==> src/rtl/four_bit_piso_tx_if.sv <==
// Handshake and serial-stream bundle for the PISO transmitter.
// master drives words in and watches the stream; slave is the transmitter.
interface four_bit_piso_tx_if #(
  parameter int WIDTH = 4
);
  logic [WIDTH-1:0] in_data;
  logic             in_valid;
  logic             in_ready;
  logic             ser_out;
  logic             ser_valid;
  logic             ser_first;
  logic             ser_last;
  logic             busy;

  modport master (
    output in_data, in_valid,
    input  in_ready, ser_out, ser_valid, ser_first, ser_last, busy
  );

  modport slave (
    input  in_data, in_valid,
    output in_ready, ser_out, ser_valid, ser_first, ser_last, busy
  );
endinterface

==> src/rtl/four_bit_piso_tx.sv <==
// Parallel-in serial-out transmitter with valid/ready capture and frame markers.
// Define PIPO_TX_PARITY_EN to append an even-parity bit to every frame.
//
// state  | meaning
// IDLE   | no frame, ready for a word
// SHIFT  | sending data bits, counter selects frame position
// PARITY | sending the even-parity bit (PIPO_TX_PARITY_EN only)
module four_bit_piso_tx #(
  parameter int WIDTH     = 4,
  parameter bit MSB_FIRST = 1'b1
) (
  input logic             clk,
  input logic             reset,
  four_bit_piso_tx_if.slave bus
);
  localparam int CNT_W = $clog2(WIDTH);
  localparam logic [CNT_W-1:0] CNT_LAST = CNT_W'(WIDTH - 1);

`ifdef PIPO_TX_PARITY_EN
  typedef enum logic [1:0] {IDLE, SHIFT, PARITY} state_t;
`else
  typedef enum logic [1:0] {IDLE, SHIFT} state_t;
`endif

  state_t           state, state_d;
  logic [WIDTH-1:0] shreg;
  logic [CNT_W-1:0] cnt;
  logic             cnt_last;
  logic             head_bit;
  logic             accept;
  logic             ready_c, out_c, valid_c, first_c, last_c;
`ifdef PIPO_TX_PARITY_EN
  logic             par;
`endif

  assign cnt_last = (cnt == CNT_LAST);
  assign head_bit = MSB_FIRST ? shreg[WIDTH-1] : shreg[0];
  assign accept   = bus.in_valid && ready_c;

  always_ff @(posedge clk or negedge reset) begin
    if (!reset) state <= IDLE;
    else        state <= state_d;
  end

  always_comb begin
    state_d = state;
    ready_c = 1'b0;
    out_c   = 1'b0;
    valid_c = 1'b0;
    first_c = 1'b0;
    last_c  = 1'b0;
    case (state)
      IDLE: ready_c = 1'b1;
      SHIFT: begin
        valid_c = 1'b1;
        out_c   = head_bit;
        first_c = (cnt == '0);
`ifdef PIPO_TX_PARITY_EN
        if (cnt_last) state_d = PARITY;
`else
        ready_c = cnt_last;
        last_c  = cnt_last;
        if (cnt_last) state_d = IDLE;
`endif
      end
`ifdef PIPO_TX_PARITY_EN
      PARITY: begin
        valid_c = 1'b1;
        out_c   = par;
        last_c  = 1'b1;
        ready_c = 1'b1;
        state_d = IDLE;
      end
`endif
      default: state_d = IDLE;
    endcase
    // a word accepted on the final cycle restarts the frame with no gap
    if (bus.in_valid && ready_c) state_d = SHIFT;
  end

  always_ff @(posedge clk or negedge reset) begin
    if (!reset) begin
      shreg <= '0;
      cnt   <= '0;
`ifdef PIPO_TX_PARITY_EN
      par   <= 1'b0;
`endif
    end else if (accept) begin
      shreg <= bus.in_data;
      cnt   <= '0;
`ifdef PIPO_TX_PARITY_EN
      par   <= ^bus.in_data;
`endif
    end else if (state == SHIFT) begin
      shreg <= MSB_FIRST ? {shreg[WIDTH-2:0], 1'b0} : {1'b0, shreg[WIDTH-1:1]};
      cnt   <= cnt_last ? '0 : cnt + CNT_W'(1);
    end
  end

  assign bus.in_ready  = ready_c;
  assign bus.ser_out   = out_c;
  assign bus.ser_valid = valid_c;
  assign bus.ser_first = first_c;
  assign bus.ser_last  = last_c;
  assign bus.busy      = valid_c;
endmodule

==> src/flat_wrapper.sv <==
// flat-port wrapper written by rule: the top's interface ports become plain ports
module four_bit_piso_tx_flat 
#(
  parameter int WIDTH     = 4,
  parameter bit MSB_FIRST = 1'b1
)
  (clk, reset, bus_in_data, bus_in_valid, bus_in_ready, bus_ser_out, bus_ser_valid, bus_ser_first, bus_ser_last, bus_busy);
  four_bit_piso_tx_if #(.WIDTH(WIDTH)) bus_i ();
  input logic clk;
  input logic reset;
  input wire logic [$bits(bus_i.in_data)-1:0] bus_in_data;
  input wire logic [$bits(bus_i.in_valid)-1:0] bus_in_valid;
  output wire logic [$bits(bus_i.in_ready)-1:0] bus_in_ready;
  output wire logic [$bits(bus_i.ser_out)-1:0] bus_ser_out;
  output wire logic [$bits(bus_i.ser_valid)-1:0] bus_ser_valid;
  output wire logic [$bits(bus_i.ser_first)-1:0] bus_ser_first;
  output wire logic [$bits(bus_i.ser_last)-1:0] bus_ser_last;
  output wire logic [$bits(bus_i.busy)-1:0] bus_busy;
  assign bus_i.in_data = bus_in_data;
  assign bus_i.in_valid = bus_in_valid;
  assign bus_in_ready = bus_i.in_ready;
  assign bus_ser_out = bus_i.ser_out;
  assign bus_ser_valid = bus_i.ser_valid;
  assign bus_ser_first = bus_i.ser_first;
  assign bus_ser_last = bus_i.ser_last;
  assign bus_busy = bus_i.busy;
  four_bit_piso_tx #(.WIDTH(WIDTH), .MSB_FIRST(MSB_FIRST)) u_core (.clk(clk), .reset(reset), .bus(bus_i));
endmodule
==> config.mk <==
export PLATFORM = sky130hd
export DESIGN_NAME = four_bit_piso_tx_flat
export DESIGN_NICKNAME = d
export VERILOG_FILES = /design/src/rtl/four_bit_piso_tx_if.sv /design/src/rtl/four_bit_piso_tx.sv /design/src/flat_wrapper.sv
export SDC_FILE = /design/constraint.sdc
export NUM_CORES = 1
export LEC_CHECK = 0
export CELL_PAD_IN_SITES_DETAIL_PLACEMENT = 1
export CELL_PAD_IN_SITES_GLOBAL_PLACEMENT = 2
export CORE_MARGIN = 1.5
export CORE_UTILIZATION = 30
export CTS_BUF_LIST = sky130_fd_sc_hd__clkbuf_4
export DETAILED_ROUTE_END_ITERATION = 8
export PLACE_DENSITY = 0.91
export SYNTH_ARGS = -nofsm -noshare
export SYNTH_HDL_FRONTEND = slang
export SYNTH_SLANG_ARGS = --single-unit
export TNS_END_PERCENT = 5
==> constraint.sdc <==
create_clock -name clk -period 2.7 [get_ports clk]
set_input_delay 0.54 -clock clk [delete_from_list [all_inputs] [get_ports clk]]
set_output_delay 0.54 -clock clk [all_outputs]
set_load 0.05 [all_outputs]
# After elaboration in Yosys (flattened, before gate mapping)
# Cells that the tools add are included.
# Widths: inputs -> output; s select.
[classes] add_sub_neg=1 eq_ne=4 mux=13 n_reduce_logical=5
[op_table] operator="$mux 2" count=5
[op_table] operator="$mux 4" count=2
[op_table] operator="$logic_not 2->1" count=2
[op_table] operator="$mux 1" count=4
[op_table] operator="$pmux 2 s2" count=1
[op_table] operator="$ne 3x1->1 const B" count=1
[op_table] operator="$add 2x1->2 const B" count=1
[op_table] operator="$eq 2x1->1 const B" count=1
[op_table] operator="$eq 2x2->1 const B" count=1
[op_table] operator="$ne 2x1->1 const B" count=1
[op_table] operator="$pmux 1 s2" count=1
[op_table] operator="$reduce_and 2->1" count=1
[op_table] operator="$reduce_bool 2->1" count=1
[op_table] operator="$logic_and 1x1->1" count=1
[totals] reg_bits=8 input_bits=7 output_inout_bits=6 word_cells=26

# Longest topological paths before layout
# Gate-level depths: netlist (run 1).
[depth] depth_word=5 mapped_depth=5 mapped_depth_nobuf=5

# Worst setup path after synthesis (run 1)
# Ideal clock, no wire load.
[synth_path] path_type="register to output" start="register u_core.state[0]" end="output port bus_ser_last" arrival_time_ns=1.277 t_required_ns=2.160 path_slack_ns=0.883 path_stages_with_launch=3 n_path_buf=1 cell_sequence="dfrtp_1 buf_6 and2_1"
[synth_between] elab_chain_cells=2
[synth_lines] item="start: declaration" line="four_bit_piso_tx.sv:25" source="state_t state, state_d;"
[synth_lines] item="start signal: assignment" line="four_bit_piso_tx.sv:42" source="else state <= state_d;"
[synth_lines] item="$eq 2x1->1" line="four_bit_piso_tx.sv:52" source="case (state)"
[synth_lines] item="$mux 1" line="four_bit_piso_tx.sv:52"
[synth_lines] item="end: declaration" line="flat_wrapper.sv:17" source="output wire logic [$bits(bus_i.ser_last)-1:0] bus_ser_last;"
# No other way between the ends.

# Worst setup path in the final report (run 1)
[layout_path] start="register u_core.cnt[0]" end="output port bus_in_ready"
[layout_between] elab_chain_cells=2
[layout_lines] item="start: declaration" line="four_bit_piso_tx.sv:27" source="logic [CNT_W-1:0] cnt;"
[layout_lines] item="start signal: assignment" line="four_bit_piso_tx.sv:96" source="cnt <= cnt_last ? '0 : cnt + CNT_W'(1);"
[layout_lines] item="$eq 2x2->1" line="four_bit_piso_tx.sv:36" source="assign cnt_last = (cnt == CNT_LAST);"
[layout_lines] item="$pmux 1 s2" line="four_bit_piso_tx.sv:52"
[layout_lines] item="end: declaration" line="flat_wrapper.sv:13" source="output wire logic [$bits(bus_i.in_ready)-1:0] bus_in_ready;"
# No other way between the ends.

==> summary.md, run 1 <==
Of the synthesized area, sequential elements account for 42.3%. Kind of cell adding the most delay to the critical path: buffers and inverters. Setup repair after global routing left no endpoint under its margin. The xor-xnor portion of the synthesized cell area works out to 0%. Clock latency of the later-clocked register in the worst-skew pair: 0.25 ns. At the end of the flow, the number of nets in the layout was 63. The flop and latch count out of synthesis is 7. The area growth from synthesis to layout is 33.5%. The buffers plus inverters on the worst setup path came out at 1. The tools report the area enclosed by the die boundary as 1610 sq um. The worst endpoint data arrival time was 2.00 ns. The switching power summed over all nets came out at 0.353 mW. The tools report the number of H-tree levels as 1. The top cell types in the final layout, fill and taps aside, are 12 x sky130_fd_sc_hd__clkdlybuf4s50_1, 7 x sky130_fd_sc_hd__dfrtp_1, 5 x sky130_fd_sc_hd__inv_1. At the pin with the least slew margin, the transition time is 0.494 ns. In this run the deepest clock path goes through 2 buffers. Dividing the detail-routed via count by the number of cells gives 5.01. At the end of the flow the core is filled with cells to 42.5%.

For the finished layout, the period the worst path requires is 2.54 ns. The max-slew violation total from the final report is 0. After filler insertion, the fill cell instance count of the layout stands at 163.

The logs give 2 for the first-pass detailed-route iteration total and 0.476 mV for the highest ir drop seen on vdd. The power share of the sequential group was 23.9%. The run gives 31.8% as the initial core utilization.

The flow ran to the end, and the final reports show no timing, DRC or antenna violations. In the final layout, the share of cells above drive strength 1 is 15.1%. The tools report the root buffer selected by CTS as sky130_fd_sc_hd__clkbuf_4.

The tightest min-delay check is of the reg2reg type. The tools report the remaining antenna violation count as 0. The antenna diode count was 0. For this block, the via count after detailed routing is 341. The hold-fix buffer count after cts was 0; the post-synthesis cell count was 40. Internal power comes to 0.395 mW. Summing the areas of all compound-gate instances in the mapped netlist gives 14.8% of the synthesized area. The register clock-pin slew on the reported worst setup and hold paths came out at 0.06 ns. In this run the static leakage power is 0.261 nW. The highest cell delay on the worst timing path came out at 0.87 ns.

The switching power as a share of total power is 47.2%, and the combinational share of power is 63.3%. The CTS buffer count is 3. The critical setup path kind is reg2out.

In the final layout, flip-flops and latches occupy 175 sq um. The tree built by TritonCTS fans out to 7 sinks. The fraction of the cycle the final worst path needs is 94.1%. The tool flagged a number of max-cap violations equal to 0. The synthesized cell area came out at 414 sq um.

Before CTS, the worst setup slack after placement is 0.430 ns. TritonCTS built the clock tree. The total wire length was 844 um; the simple-gate share of the synthesized area was 13.0%. Post-route DRC violation count: 0. The number of placed I/O pins was 13; the largest driver fanout on the critical path was 10. STA puts the critical path data required time at 2.16 ns. The upper clock frequency limit was 394 MHz.

Most common cell after layout, fill and taps aside: sky130_fd_sc_hd__clkdlybuf4s50_1. Hold is met by 0.509 ns. The first routing iteration left 2 violations.

The yosys synthesis warning count was 0. Traced cell by cell, the critical path runs through ha_1 -> or2b_1 -> clkdlybuf4s50_1. The synthesized netlist devotes 6.04% of its cell area to adder and majority cells. In this run the power density over the cells is 1350 nW/um^2. Headroom to the max-slew limit came out at 67.0%.

The height of the chip was 40.2 um. The clock arrives with 0.00594 ns of skew. The quantity of gates resized following cts was 0.

The number of setup buffers added after CTS is 0. After synthesis, the netlist uses 18 different library cells. The die width is 40.2 um. The placed wire-length estimate after detailed placement is 642 um.

In the post-route analysis, the smallest setup slack over all paths is 0.160 ns. For the first-pass GRT wire length, the log shows 1350 um. The worst setup path is launched from a flop.

A synthesized cell averages 10.4 sq um. By area, the combinational part of the netlist is dominated by compound AO/OA/AOI/OAI gates. The final-report hold violation count was 0; the via count of the first global-routing pass was 323. The tools report the multi-input combinational cell area as 185 sq um.

The setup-violating endpoint count in the final report was 0; the overall overflow remaining after global route was 0. The tools report the aggregate negative setup slack as 0 ns. The standard cell with the maximum stage delay on the critical path was sky130_fd_sc_hd__clkdlybuf4s50_1. The logs give 13.0% for the global routing usage summed across all routing layers and 0 for the initial antenna violation count.

The placer congestion estimate came out at 0.644. The proportion of synthesized area in mux cells came out at 10.9%. For the synthesized netlist net count, the log shows 49.

Of the total power, the clock network draws 12.8%. The count of buffers added on input and output ports is 12. The tools report the maximum number of pins on one net before global-route repair as 13. The worst setup path is captured at a primary output.

The standard-cell row count was 13. After detailed routing, the average wire length per cell comes to 12.4 um. The total area inside the core boundary comes to 1300 sq um.
## stage by stage
step	cell area (sq um)	std cells	total power, mW
CTS	553	68	0.763
detailed placement	526	64	0.660
global route	553	68	0.802
finish	553	68	0.748
global placement	526	64	0.645
floorplan	414	40	0.555
## final timing paths
check	startpoint	to	slack (ns)	depth (start not counted)
worst min register to register	u_core.cnt[0]	u_core.cnt[0]	0.51	1
worst min-delay path	u_core.cnt[0]	u_core.cnt[0]	0.51	1
worst max register to register	u_core.cnt[0]	u_core.shreg[2]	1.30	4
min in group asynchronous	reset	u_core.shreg[1]	0.55	1
max in group asynchronous	reset	u_core.cnt[1]	1.90	1
worst max-delay path	u_core.cnt[0]	bus_in_ready	0.16	3
## flip-flops by register name (all words and copies together), names as in the netlist
register      flops
u_core.cnt        2
u_core.shreg      4
u_core.state      1
## cell usage after synthesis
master	number	area (sq um)
sky130_fd_sc_hd__ha_1	2	25.0
sky130_fd_sc_hd__o21a_1	1	7.51
sky130_fd_sc_hd__or3_1	1	6.26
sky130_fd_sc_hd__dfrtp_1	7	175
sky130_fd_sc_hd__nand2b_1	2	12.5
sky130_fd_sc_hd__buf_2	1	5.00
sky130_fd_sc_hd__o21ai_1	1	5.00
sky130_fd_sc_hd__a31oi_1	3	18.8
sky130_fd_sc_hd__and2_1	3	18.8
sky130_fd_sc_hd__nand2_1	1	3.75
sky130_fd_sc_hd__or2b_1	1	7.51
sky130_fd_sc_hd__inv_1	5	18.8
sky130_fd_sc_hd__buf_6	2	22.5
sky130_fd_sc_hd__nand3_1	1	5.00
sky130_fd_sc_hd__buf_4	1	7.51
sky130_fd_sc_hd__mux2_4	3	45.0
sky130_fd_sc_hd__o22ai_1	4	25.0
sky130_fd_sc_hd__o21ai_0	1	5.00
## cell families (layout without fill, tap and decap cells)
kind of cell / after synthesis / count (layout)
AOI/OAI and AO/OA: 10 / 10
adders and majority gates: 2 / 2
buffers and inverters: 9 / 22
DFF: 7 / 7
muxes: 3 / 3
and+or+nand+nor: 9 / 9
## power groups by stage
stage / registers (mW) / logic [mW] / clock network, mW
finish: 0.179 / 0.473 / 0.0955
global placement: 0.177 / 0.469 / 0
detailed placement: 0.182 / 0.478 / 0
global route: 0.185 / 0.513 / 0.105
floorplan: 0.194 / 0.361 / 0
CTS: 0.180 / 0.482 / 0.102
## final cells by class
cell class                 instances  share of cell area, %
clock buffer                       3                   4.07
sequential                         7                   31.7
clock inverter                     1                  0.905
tap                               15                   3.39
multi-input combinational         24                   33.5
timing repair buffer              13                   23.1
inverter                           5                   3.39
## metal layers
metal / vias to the layer above / track usage, % / share of wire, %
met5: - / 0 / 0
met1: 169 / 15.3 / 42
met3: 2 / 1.67 / 3.7
met4: 0 / 10.3 / 0.71
li1: 161 / - / -
met2: 9 / 21.0 / 54
Power figures use the tool's default switching activity.
==> inputs of run 2 (changes only) <==
--- a/config.mk
+++ b/config.mk
@@ -5,6 +5,7 @@
 export SDC_FILE = /design/constraint.sdc
 export NUM_CORES = 1
 export LEC_CHECK = 0
+export CAP_MARGIN = 20
 export CELL_PAD_IN_SITES_DETAIL_PLACEMENT = 1
 export CELL_PAD_IN_SITES_GLOBAL_PLACEMENT = 2
 export CORE_MARGIN = 1.5
==> results of run 2 <==
No change in the layout: final DEF, timing and power equal those of run 1.
